[config.mk]
export PLATFORM = sky130hd
export DESIGN_NAME = pipe_hazard_ctrl_flat
export DESIGN_NICKNAME = d
export VERILOG_FILES = /design/src/rtl/pipe_hazard_ctrl_pkg.sv /design/src/rtl/pipe_hazard_ctrl_if.sv /design/src/rtl/pipe_hazard_ctrl_sat_counter.sv /design/src/rtl/pipe_hazard_ctrl.sv /design/src/flat_wrapper.sv
export SDC_FILE = /design/constraint.sdc
export NUM_CORES = 1
export LEC_CHECK = 0
export ABC_AREA = 1
export CAP_MARGIN = 10
export CORE_ASPECT_RATIO = 1.75
export CORE_MARGIN = 2
export CORE_UTILIZATION = 50
export CTS_CLUSTER_SIZE = 28
export DETAILED_ROUTE_END_ITERATION = 10
export MAX_ROUTING_LAYER = met4
export PLACE_DENSITY = 0.88
export SETUP_SLACK_MARGIN = 0.05
export SLEW_MARGIN = 20
export SYNTH_ARGS = -nofsm -noshare
export SYNTH_HDL_FRONTEND = slang
export SYNTH_HIERARCHICAL = 1
export SYNTH_SLANG_ARGS = --single-unit
[constraint.sdc]
create_clock -name clk -period 3.2 [get_ports clk]
set_clock_uncertainty 0.1 [all_clocks]
set_input_delay 0.48 -clock clk [delete_from_list [all_inputs] [get_ports clk]]
set_output_delay 0.48 -clock clk [all_outputs]
set_load 0.02 [all_outputs]
[src/rtl/pipe_hazard_ctrl_pkg.sv]
// Shared types and defaults for the pipeline stall/flush controller.
package pipe_hazard_ctrl_pkg;

    typedef enum logic [0:0] {
        PhcIdle   = 1'b0,
        PhcMcBusy = 1'b1
    } phc_state_e;

    localparam int unsigned MulCyclesDef = 3;
    localparam int unsigned DivCyclesDef = 33;
    localparam int unsigned HazCntW      = 32;
    localparam int unsigned McCntW       = 8;
    localparam int unsigned RegAddrW     = 5;

    typedef logic [RegAddrW-1:0] reg_addr_t;
    typedef logic [McCntW-1:0]   mc_cnt_t;

    // x0 is hardwired zero, so it never creates a dependency.
    function automatic logic src_hit(logic used, reg_addr_t addr, reg_addr_t waddr);
        return used & (addr != '0) & (addr == waddr);
    endfunction

endpackage

[src/rtl/pipe_hazard_ctrl_if.sv]
// Hazard-controller bundle: pipeline status in, stall/flush controls and perf counters out.
interface pipe_hazard_ctrl_if #(
    parameter int unsigned CNT_W = 32
);
    import pipe_hazard_ctrl_pkg::*;

    reg_addr_t          id_rs1_addr;
    reg_addr_t          id_rs2_addr;
    logic               id_rs1_used;
    logic               id_rs2_used;
    logic               alu_valid;
    logic               alu_is_load;
    logic               alu_reg_we;
    reg_addr_t          alu_reg_waddr;
    logic               alu_is_mul;
    logic               alu_is_div;
    logic               alu_redirect;
    logic               mem_busy;

    logic               stall_pc;
    logic               stall_if_id;
    logic               stall_id_alu;
    logic               stall_alu_mem;
    logic               flush_if_id;
    logic               flush_id_alu;
    logic               flush_alu_mem;
    logic               flush_mem_wb;
    logic               mc_done;
    logic [CNT_W-1:0]   cnt_loaduse;
    logic [CNT_W-1:0]   cnt_mc;
    logic [CNT_W-1:0]   cnt_memwait;

    modport master (
        output id_rs1_addr, id_rs2_addr, id_rs1_used, id_rs2_used,
               alu_valid, alu_is_load, alu_reg_we, alu_reg_waddr,
               alu_is_mul, alu_is_div, alu_redirect, mem_busy,
        input  stall_pc, stall_if_id, stall_id_alu, stall_alu_mem,
               flush_if_id, flush_id_alu, flush_alu_mem, flush_mem_wb,
               mc_done, cnt_loaduse, cnt_mc, cnt_memwait
    );

    modport slave (
        input  id_rs1_addr, id_rs2_addr, id_rs1_used, id_rs2_used,
               alu_valid, alu_is_load, alu_reg_we, alu_reg_waddr,
               alu_is_mul, alu_is_div, alu_redirect, mem_busy,
        output stall_pc, stall_if_id, stall_id_alu, stall_alu_mem,
               flush_if_id, flush_id_alu, flush_alu_mem, flush_mem_wb,
               mc_done, cnt_loaduse, cnt_mc, cnt_memwait
    );

endinterface

[src/rtl/pipe_hazard_ctrl_sat_counter.sv]
// Saturating up-counter with synchronous active-high clear; sticks at all-ones.
module phc_sat_counter #(
    parameter int unsigned CNT_W = 32
) (
    input  logic             clk_i,
    input  logic             clr_i,
    input  logic             inc_i,
    output logic [CNT_W-1:0] cnt_o
);

    logic [CNT_W-1:0] cnt_d, cnt_q;

    always_comb begin
        cnt_d = cnt_q;
        if (clr_i) begin
            cnt_d = '0;
        end else if (inc_i && (cnt_q != '1)) begin
            cnt_d = cnt_q + 1'b1;
        end
    end

    always_ff @(posedge clk_i) begin
        cnt_q <= cnt_d;
    end

    assign cnt_o = cnt_q;

endmodule

[src/rtl/pipe_hazard_ctrl.sv]
// Central stall/flush controller for the 5-stage pipeline: load-use, mul/div occupancy,
// memory wait and branch squash, plus per-class stall counters.
module pipe_hazard_ctrl
    import pipe_hazard_ctrl_pkg::*;
#(
    parameter int unsigned MUL_CYCLES = MulCyclesDef,
    parameter int unsigned DIV_CYCLES = DivCyclesDef,
    parameter int unsigned CNT_W      = HazCntW
) (
    input  logic               clk,
    input  logic               rst_n,
    pipe_hazard_ctrl_if.slave  bus
);

    phc_state_e state_d, state_q;
    mc_cnt_t    mc_cnt_d, mc_cnt_q;

    logic loaduse, mc_req;
    logic inc_loaduse, inc_mc, inc_memwait;
    logic stall_pc, stall_if_id, stall_id_alu, stall_alu_mem;
    logic flush_if_id, flush_id_alu, flush_alu_mem, flush_mem_wb, mc_done;

    assign loaduse = bus.alu_valid & bus.alu_is_load & bus.alu_reg_we &
                     (src_hit(bus.id_rs1_used, bus.id_rs1_addr, bus.alu_reg_waddr) |
                      src_hit(bus.id_rs2_used, bus.id_rs2_addr, bus.alu_reg_waddr));
    assign mc_req  = bus.alu_valid & (bus.alu_is_mul | bus.alu_is_div);

    always_comb begin
        state_d       = state_q;
        mc_cnt_d      = mc_cnt_q;
        inc_loaduse   = 1'b0;
        inc_mc        = 1'b0;
        inc_memwait   = 1'b0;
        stall_pc      = 1'b0;
        stall_if_id   = 1'b0;
        stall_id_alu  = 1'b0;
        stall_alu_mem = 1'b0;
        flush_if_id   = 1'b0;
        flush_id_alu  = 1'b0;
        flush_alu_mem = 1'b0;
        flush_mem_wb  = 1'b0;
        mc_done       = 1'b0;

        if (rst_n) begin
            state_d  = PhcIdle;
            mc_cnt_d = '0;
        end else if (bus.mem_busy) begin
            // Whole front end frozen; ALU-stage events re-present once MEM releases.
            stall_pc      = 1'b1;
            stall_if_id   = 1'b1;
            stall_id_alu  = 1'b1;
            stall_alu_mem = 1'b1;
            flush_mem_wb  = 1'b1;
            inc_memwait   = 1'b1;
        end else if (state_q == PhcMcBusy) begin
            if (mc_cnt_q != '0) begin
                stall_pc      = 1'b1;
                stall_if_id   = 1'b1;
                stall_id_alu  = 1'b1;
                flush_alu_mem = 1'b1;
                mc_cnt_d      = mc_cnt_q - 1'b1;
                inc_mc        = 1'b1;
            end else begin
                mc_done = 1'b1;
                state_d = PhcIdle;
            end
        end else if (bus.alu_redirect) begin
            flush_if_id  = 1'b1;
            flush_id_alu = 1'b1;
        end else if (mc_req) begin
            // First occupancy cycle stalls here, so the counter loads N-2 to finish on cycle N.
            stall_pc      = 1'b1;
            stall_if_id   = 1'b1;
            stall_id_alu  = 1'b1;
            flush_alu_mem = 1'b1;
            mc_cnt_d      = bus.alu_is_div ? mc_cnt_t'(DIV_CYCLES - 2) :
                                             mc_cnt_t'(MUL_CYCLES - 2);
            state_d       = PhcMcBusy;
            inc_mc        = 1'b1;
        end else if (loaduse) begin
            stall_pc     = 1'b1;
            stall_if_id  = 1'b1;
            flush_id_alu = 1'b1;
            inc_loaduse  = 1'b1;
        end
    end

    always_ff @(posedge clk) begin
        state_q  <= state_d;
        mc_cnt_q <= mc_cnt_d;
    end

    assign bus.stall_pc      = stall_pc;
    assign bus.stall_if_id   = stall_if_id;
    assign bus.stall_id_alu  = stall_id_alu;
    assign bus.stall_alu_mem = stall_alu_mem;
    assign bus.flush_if_id   = flush_if_id;
    assign bus.flush_id_alu  = flush_id_alu;
    assign bus.flush_alu_mem = flush_alu_mem;
    assign bus.flush_mem_wb  = flush_mem_wb;
    assign bus.mc_done       = mc_done;

    phc_sat_counter #(.CNT_W(CNT_W)) u_cnt_loaduse (
        .clk_i (clk),
        .clr_i (rst_n),
        .inc_i (inc_loaduse),
        .cnt_o (bus.cnt_loaduse)
    );

    phc_sat_counter #(.CNT_W(CNT_W)) u_cnt_mc (
        .clk_i (clk),
        .clr_i (rst_n),
        .inc_i (inc_mc),
        .cnt_o (bus.cnt_mc)
    );

    phc_sat_counter #(.CNT_W(CNT_W)) u_cnt_memwait (
        .clk_i (clk),
        .clr_i (rst_n),
        .inc_i (inc_memwait),
        .cnt_o (bus.cnt_memwait)
    );

endmodule

[src/flat_wrapper.sv]
// flat-port wrapper written by rule: the top's interface ports become plain ports
module pipe_hazard_ctrl_flat import pipe_hazard_ctrl_pkg::*;
#(
    parameter int unsigned MUL_CYCLES = MulCyclesDef,
    parameter int unsigned DIV_CYCLES = DivCyclesDef,
    parameter int unsigned CNT_W      = HazCntW
)
  (clk, rst_n, bus_id_rs1_addr, bus_id_rs2_addr, bus_id_rs1_used, bus_id_rs2_used, bus_alu_valid, bus_alu_is_load, bus_alu_reg_we, bus_alu_reg_waddr, bus_alu_is_mul, bus_alu_is_div, bus_alu_redirect, bus_mem_busy, bus_stall_pc, bus_stall_if_id, bus_stall_id_alu, bus_stall_alu_mem, bus_flush_if_id, bus_flush_id_alu, bus_flush_alu_mem, bus_flush_mem_wb, bus_mc_done, bus_cnt_loaduse, bus_cnt_mc, bus_cnt_memwait);
  pipe_hazard_ctrl_if #(.CNT_W(CNT_W)) bus_i ();
  input  logic clk;
  input  logic rst_n;
  input wire logic [$bits(bus_i.id_rs1_addr)-1:0] bus_id_rs1_addr;
  input wire logic [$bits(bus_i.id_rs2_addr)-1:0] bus_id_rs2_addr;
  input wire logic [$bits(bus_i.id_rs1_used)-1:0] bus_id_rs1_used;
  input wire logic [$bits(bus_i.id_rs2_used)-1:0] bus_id_rs2_used;
  input wire logic [$bits(bus_i.alu_valid)-1:0] bus_alu_valid;
  input wire logic [$bits(bus_i.alu_is_load)-1:0] bus_alu_is_load;
  input wire logic [$bits(bus_i.alu_reg_we)-1:0] bus_alu_reg_we;
  input wire logic [$bits(bus_i.alu_reg_waddr)-1:0] bus_alu_reg_waddr;
  input wire logic [$bits(bus_i.alu_is_mul)-1:0] bus_alu_is_mul;
  input wire logic [$bits(bus_i.alu_is_div)-1:0] bus_alu_is_div;
  input wire logic [$bits(bus_i.alu_redirect)-1:0] bus_alu_redirect;
  input wire logic [$bits(bus_i.mem_busy)-1:0] bus_mem_busy;
  output wire logic [$bits(bus_i.stall_pc)-1:0] bus_stall_pc;
  output wire logic [$bits(bus_i.stall_if_id)-1:0] bus_stall_if_id;
  output wire logic [$bits(bus_i.stall_id_alu)-1:0] bus_stall_id_alu;
  output wire logic [$bits(bus_i.stall_alu_mem)-1:0] bus_stall_alu_mem;
  output wire logic [$bits(bus_i.flush_if_id)-1:0] bus_flush_if_id;
  output wire logic [$bits(bus_i.flush_id_alu)-1:0] bus_flush_id_alu;
  output wire logic [$bits(bus_i.flush_alu_mem)-1:0] bus_flush_alu_mem;
  output wire logic [$bits(bus_i.flush_mem_wb)-1:0] bus_flush_mem_wb;
  output wire logic [$bits(bus_i.mc_done)-1:0] bus_mc_done;
  output wire logic [$bits(bus_i.cnt_loaduse)-1:0] bus_cnt_loaduse;
  output wire logic [$bits(bus_i.cnt_mc)-1:0] bus_cnt_mc;
  output wire logic [$bits(bus_i.cnt_memwait)-1:0] bus_cnt_memwait;
  assign bus_i.id_rs1_addr = bus_id_rs1_addr;
  assign bus_i.id_rs2_addr = bus_id_rs2_addr;
  assign bus_i.id_rs1_used = bus_id_rs1_used;
  assign bus_i.id_rs2_used = bus_id_rs2_used;
  assign bus_i.alu_valid = bus_alu_valid;
  assign bus_i.alu_is_load = bus_alu_is_load;
  assign bus_i.alu_reg_we = bus_alu_reg_we;
  assign bus_i.alu_reg_waddr = bus_alu_reg_waddr;
  assign bus_i.alu_is_mul = bus_alu_is_mul;
  assign bus_i.alu_is_div = bus_alu_is_div;
  assign bus_i.alu_redirect = bus_alu_redirect;
  assign bus_i.mem_busy = bus_mem_busy;
  assign bus_stall_pc = bus_i.stall_pc;
  assign bus_stall_if_id = bus_i.stall_if_id;
  assign bus_stall_id_alu = bus_i.stall_id_alu;
  assign bus_stall_alu_mem = bus_i.stall_alu_mem;
  assign bus_flush_if_id = bus_i.flush_if_id;
  assign bus_flush_id_alu = bus_i.flush_id_alu;
  assign bus_flush_alu_mem = bus_i.flush_alu_mem;
  assign bus_flush_mem_wb = bus_i.flush_mem_wb;
  assign bus_mc_done = bus_i.mc_done;
  assign bus_cnt_loaduse = bus_i.cnt_loaduse;
  assign bus_cnt_mc = bus_i.cnt_mc;
  assign bus_cnt_memwait = bus_i.cnt_memwait;
  pipe_hazard_ctrl #(.MUL_CYCLES(MUL_CYCLES), .DIV_CYCLES(DIV_CYCLES), .CNT_W(CNT_W)) u_core (.clk(clk), .rst_n(rst_n), .bus(bus_i));
endmodule
After elaboration in Yosys (flattened, before gate mapping)
Cells that the tools add are included.

Bits in registers: 105.

$add $sub $neg: 4. Equality and inequality tests: 7. Multiplexer cells: 38. Bitwise logic cells: 11. Reduce and logical (&&, ||, !) cells: 8.

Operators with widths (number): $add 32x1->32 const B (3); $ne 32x32->1 const B (3); $mux 1 (33); $mux 8 (4); $eq 5x5->1 (2); $reduce_bool 5->1 (2); $and 1x1->1 (8); $reduce_bool 8->1 (1); $sub 8x1->8 const B (1); $mux 5 (1); $reduce_and 4->1 (1); $logic_and 1x1->1 (3); $ne 2x1->1 const B (1); $ne 2x2->1 const B (1); $or 1x1->1 (2); $reduce_bool 2->1 (1); $not 1->1 (1).

Logic depth before layout (Yosys ltp)
Gate-level depths: netlist of run 1.

Depth in word-level cells: 12. Gate-level depth with buffers: 18. Gate-level depth less buffers: 18.

By module
The synthesis of run 1 kept the hierarchy.

By module, submodules not included: phc_sat_counter (times used 3, cells each 324, area an instance 2062.0 µm²); pipe_hazard_ctrl (times used 1, cells each 172, area an instance 943.4 µm²).

Worst setup path after synthesis of run 1
OpenSTA, ideal clock, no wires.

Path type: register -> register. Start: register u_core.mc_cnt_q[0]. End: register u_core.u_cnt_mc.cnt_q[25], in the netlist u_core/u_cnt_mc/cnt_o[25]. Library setup time: 115 ps. Arrival time: 2152 ps. Required time: 2985 ps. Path slack: 833 ps. Stages on the path, launching flop included: 19. Period minus slack after synthesis: 2367 ps. Cells stage by stage: dfxtp_1 -> inv_1 -> ha_1 -> nand2_2 -> nor2_2 -> nand3_2 -> nand2_4 -> nor2_8 -> nand2_1 -> inv_1 -> inv_2 -> nor2_1 -> nand2_1 -> inv_2 -> nand2_1 -> nor2_1 -> nand3_1 -> nand2_1 -> nor2_1.

Longest elaborated chain between the ends: 6.

Ends and longest elaborated chain: from (decl) (line pipe_hazard_ctrl.sv:16) `mc_cnt_t mc_cnt_d, mc_cnt_q;`; from (signal assigned) (line pipe_hazard_ctrl.sv:90) `mc_cnt_q <= mc_cnt_d;`; $reduce_bool 8->1 (line pipe_hazard_ctrl.sv:56) `if (mc_cnt_q != '0) begin`; $mux 1 (4 in series); named net bus_flush_alu_mem (line flat_wrapper.sv:30) `output wire logic [$bits(bus_i.flush_alu_mem)-1:0] bus_flush_alu_mem;`; $logic_and 1x1->1 (line pipe_hazard_ctrl_sat_counter.sv:17) `end else if (inc_i && (cnt_q != '1)) begin`; to (signal assigned) (line pipe_hazard_ctrl_sat_counter.sv:23) `cnt_q <= cnt_d;`; to (decl) (line pipe_hazard_ctrl_sat_counter.sv:11) `logic [CNT_W-1:0] cnt_d, cnt_q;`.

The timed path passes the listed nets, and every way through them passes these cells. A chain may end at the register's enable or synchronous reset.

Worst setup path after layout of run 1
Start: input bus_alu_is_div. End: output bus_flush_alu_mem.

Longest elaborated chain between the ends: 7.

Ends and longest elaborated chain: from (decl) (line flat_wrapper.sv:21) `input wire logic [$bits(bus_i.alu_is_div)-1:0] bus_alu_is_div;`; $or 1x1->1 (line pipe_hazard_ctrl.sv:26) `assign mc_req = bus.alu_valid & (bus.alu_is_mul | bus.alu_is_div);`; $and 1x1->1 (line pipe_hazard_ctrl.sv:26); $mux 1 (line pipe_hazard_ctrl.sv:70) `end else if (mc_req) begin`; $mux 1 (line pipe_hazard_ctrl.sv:67) `end else if (bus.alu_redirect) begin`; $mux 1 (line pipe_hazard_ctrl.sv:55) `end else if (state_q == PhcMcBusy) begin`; $mux 1 (line pipe_hazard_ctrl.sv:47) `end else if (bus.mem_busy) begin`; $mux 1 (line pipe_hazard_ctrl.sv:44) `if (rst_n) begin`; to (decl) (line flat_wrapper.sv:30).

No other way between the ends.

==> results of run 1 <==
per-layer routing:
layer | vias up | routed length, µm
met5 | - | 0
met4 | 0 | 905
met3 | 83 | 1459
met2 | 332 | 10640
met1 | 3518 | 7234
li1 | 3899 | -
worst max path at each step:
stage,from,end,slack (ps)
3_3_place_gp,bus_alu_is_div,bus_flush_alu_mem,260
3_5_place_dp,bus_alu_is_div,bus_flush_alu_mem,260
5_1_grt,u_core/mc_cnt_q[0],bus_stall_if_id,110
4_1_cts,bus_alu_is_div,bus_flush_alu_mem,240
6_report,bus_alu_is_div,bus_flush_alu_mem,260
2_1_floorplan,u_core/mc_cnt_q[0],u_core/u_cnt_mc/cnt_o[25],830
flip-flops by register name, indices dropped and copies added, names as in the netlist:
name,count
u_core/mc_cnt_q,8
u_core/u_cnt_loaduse/cnt_o,32
u_core/u_cnt_memwait/cnt_o,32
u_core/u_cnt_mc/cnt_o,32
u_core/state_q,1
Yosys cell counts, types with 4 or more instances:
library cell  count
a31oi_1          15
nand4_2           6
nand2_4          10
nor3_1           11
a21oi_1          60
o21ai_1           5
nand2_2          20
nor2_2           22
nand2_1         315
ha_1              4
dfxtp_1         105
buf_6            16
nand3_1          80
nor2_8            4
nor2_4           12
nand3_2          23
inv_2            12
inv_1           108
o21ai_0           8
nor2_1          237
nand4_1          38
buf_2             7
through the flow:
step	setup slack, ps	hold WS [ps]	instance area [µm²]
finish	258.1	384.8	8821
global route	110.2	417.5	8821
CTS	240.9	386.5	8821
detailed placement	263.1	375.8	8478
global placement	264.6	368.0	8478
floorplan	833.2	354.2	7129
area by class of cell:
cell class	count	area, µm²
fill	1294	5086
tap	177	221.5
clock buffer	10	229.0
multi-input combinational	888	4324
inverter	123	461.7
clock inverter	6	113.9
sequential	105	2102
timing repair buffer	139	1369
kinds of logic (layout without fill, tap and decap cells):
| kind of cell | Yosys count | count (layout) |
|---|---|---|
| DFF | 105 | 105 |
| xor gates and xnor gates | 2 | 2 |
| AOI/OAI and AO/OA | 94 | 94 |
| adders and majority gates | 4 | 4 |
| buffers and inverters | 151 | 278 |
| and+or+nand+nor | 788 | 788 |
placed cells by master, fill, tap and decap left out, types with 4 or more instances in the layout:
master / count
a21oi_1: 60
a31oi_1: 15
buf_4: 9
clkbuf_16: 9
clkdlybuf4s50_1: 130
dfxtp_1: 105
ha_1: 4
inv_1: 108
inv_2: 12
nand2_1: 315
nand2_2: 20
nand2_4: 10
nand3_1: 80
nand3_2: 23
nand4_1: 38
nand4_2: 6
nor2_1: 237
nor2_2: 22
nor2_4: 12
nor2_8: 4
nor3_1: 11
o21ai_0: 8
o21ai_1: 5
worst min-delay path, cell delays in order (launching register included):
cell and delay [ps]:
dfxtp_1 320, nand2_1 70, a21oi_1 50
power groups by stage:
stage | combinational (µW) | clock (µW) | sequential [µW]
final | 226 | 1280 | 1320
after global routing | 251 | 1350 | 1320
after CTS | 226 | 1300 | 1320
after detailed placement | 225 | 0 | 1350
after global placement | 221 | 0 | 1350
after floorplan | 143 | 0 | 1350
==> impl_metrics.env, run 1 <==
export IMPL_critPathBufInv=3
export IMPL_cp_end_kind="output pin"
export IMPL_async_flop_share_pct=0
export IMPL_min_from="u_core/mc_cnt_q[0]"
export IMPL_crit_fanout=4
export IMPL_grt_max_degree=42
export IMPL_post_cts_resized=0
export IMPL_status="finished, final reports clean"
export IMPL_power_internal_uw=2175
export IMPL_port_buffers=130
export IMPL_path_clk_slew_ps=70
export IMPL_final_setup_viol_count=0
export IMPL_worst_pin_slew_ps=571.3
export IMPL_reg2reg_slack_ps=660
export IMPL_ys_ff_latch=105
export IMPL_max_freq_mhz=339.9
export IMPL_drv_cap=0
export IMPL_relSlewSlack_pct=61.78
export IMPL_dr_pass1_iters=6
export IMPL_rr_startpoint="u_core/state_q"
export IMPL_yosys_area_top_type="dfxtp_1"
export IMPL_synth_compound_area_share_pct=7.266
export IMPL_worstPathCellList="clkdlybuf4s50_1 -> nor2_1 -> nor2_2 -> a21oi_4 -> nor2_8 -> nand2_1 -> inv_1 -> clkdlybuf4s50_1"
export IMPL_grt_pass1_vias=7325
export IMPL_hold_violations=0
export IMPL_drive_gt1_share_pct=11.09
export IMPL_ant_nets=0
export IMPL_antenna_found_initial=0
export IMPL_period_minus_slack_ps=2942
export IMPL_crit_type="input port to output pin"
export IMPL_diodes=0
export IMPL_clockBufferDepth=2
export IMPL_coreArea_um2=13910
export IMPL_power_density_nw_per_um2=321.1
export IMPL_hpwl_mm=15.35
export IMPL_holdPathStages=2
export IMPL_ys_top_cells_by_area="dfxtp_1 (29%), nand2_1 (17%), nor2_1 (12%), inv_1 (5.7%), nand3_1 (5.6%)"
export IMPL_globalplace_congestion=0.9480
export IMPL_crit_cells=8
export IMPL_worst_path_largest_cell_delay_ps=640
export IMPL_hold_buffers=0
export IMPL_cts_setup_buffers=0
export IMPL_routed_wl_mm=20.24
export IMPL_final_util_pct=63.43
export IMPL_rsz0062_at_grt="no"
export IMPL_synth_edf_count=0
export IMPL_wl_per_cell_um=13.98
export IMPL_synth_top_family_by_area="simple AND/OR/NAND/NOR gates"
export IMPL_muxShareOfSynthArea_pct=0
export IMPL_vias=7832
export IMPL_initialDrtViolationCount=454
export IMPL_finalPower_uw=2832
export IMPL_dieArea_um2=15270
export IMPL_hold_path_end="u_core/mc_cnt_q[0]"
export IMPL_fp_dieW_um=94.27
export IMPL_synth_main_ff_cell="dfxtp_1"
export IMPL_start_kind="input port"
export IMPL_cp_data_arrival_time_ps=2360
export IMPL_dieHeight_um=162.0
export IMPL_syn_avg_cell_area_um2=6.232
export IMPL_synthSimpleGateAreaFrac_pct=52.44
export IMPL_synth_top_area_share_pct=29.48
export IMPL_finalSetupTns_ps=0
export IMPL_finalCritPeriodShare_pct=91.93
export IMPL_timing_final_max_slew_violations=0
export IMPL_area_growth_pct=23.73
export IMPL_grt_overflow_total=0
export IMPL_syn_nets=1174
export IMPL_leakagePower_uw=0.003739
export IMPL_path_delay_family="buffers and inverters"
export IMPL_htreeDepth=3
export IMPL_yosys_area_share_adder_pct=0.7020
export IMPL_use_met2_pct=49.64
export IMPL_synthXorXnorAreaFrac_pct=0.2457
export IMPL_reg2reg_depth=12
export IMPL_instances_no_fill=1448
export IMPL_nNetsFinal=1296
export IMPL_drc=0
export IMPL_worst_path_most_repeated_cell="clkdlybuf4s50_1"
export IMPL_pwr_share_clk_pct=45.3
export IMPL_swShare_pct=23.22
export IMPL_cts_sinks=105
export IMPL_io_pins=131
export IMPL_busiest_layer="met2"
export IMPL_grt_pass1_wl_mm=33.00
export IMPL_ys_types=35
export IMPL_yosysWarnings=6
export IMPL_met1_usage_pct=26.64
export IMPL_required_ps=2620
export IMPL_placementRows=57
export IMPL_cts_buffers=9
export IMPL_worstSkewPairLatency_ps=350
export IMPL_pwr_share_seq_pct=46.7
export IMPL_slowest_stage="clkdlybuf4s50_1"
export IMPL_r2r_end="u_core/u_cnt_loaduse/cnt_o[19]"
export IMPL_dp_cells=1432
export IMPL_track_usage_pct=27.15
export IMPL_viasPerCell=5.409
export IMPL_vdd_drop_max_uv=258.5
export IMPL_tritoncts="yes"
export IMPL_start_util_pct=51.26
export IMPL_synth_cells=1144
export IMPL_cts_root_buffer="clkbuf_16"
export IMPL_hold_class="flop to flop"
export IMPL_grt_use_met3_pct=5.009
export IMPL_yosysSeqAreaShare_pct=29.48
export IMPL_syn_cell_area_um2=7129
export IMPL_combPwrFrac_pct=8.0
export IMPL_power_switching_uw=657.7
No activity file was read; power rests on OpenSTA's default activity.
==> run 2: changes to the inputs <==
--- a/config.mk
+++ b/config.mk
@@ -6,7 +6,7 @@
 export NUM_CORES = 1
 export LEC_CHECK = 0
 export ABC_AREA = 1
-export CAP_MARGIN = 10
+export CAP_MARGIN = 20
 export CORE_ASPECT_RATIO = 1.75
 export CORE_MARGIN = 2
 export CORE_UTILIZATION = 50
==> results of run 2 <==
No change in the layout: final DEF, timing and power equal those of run 1.
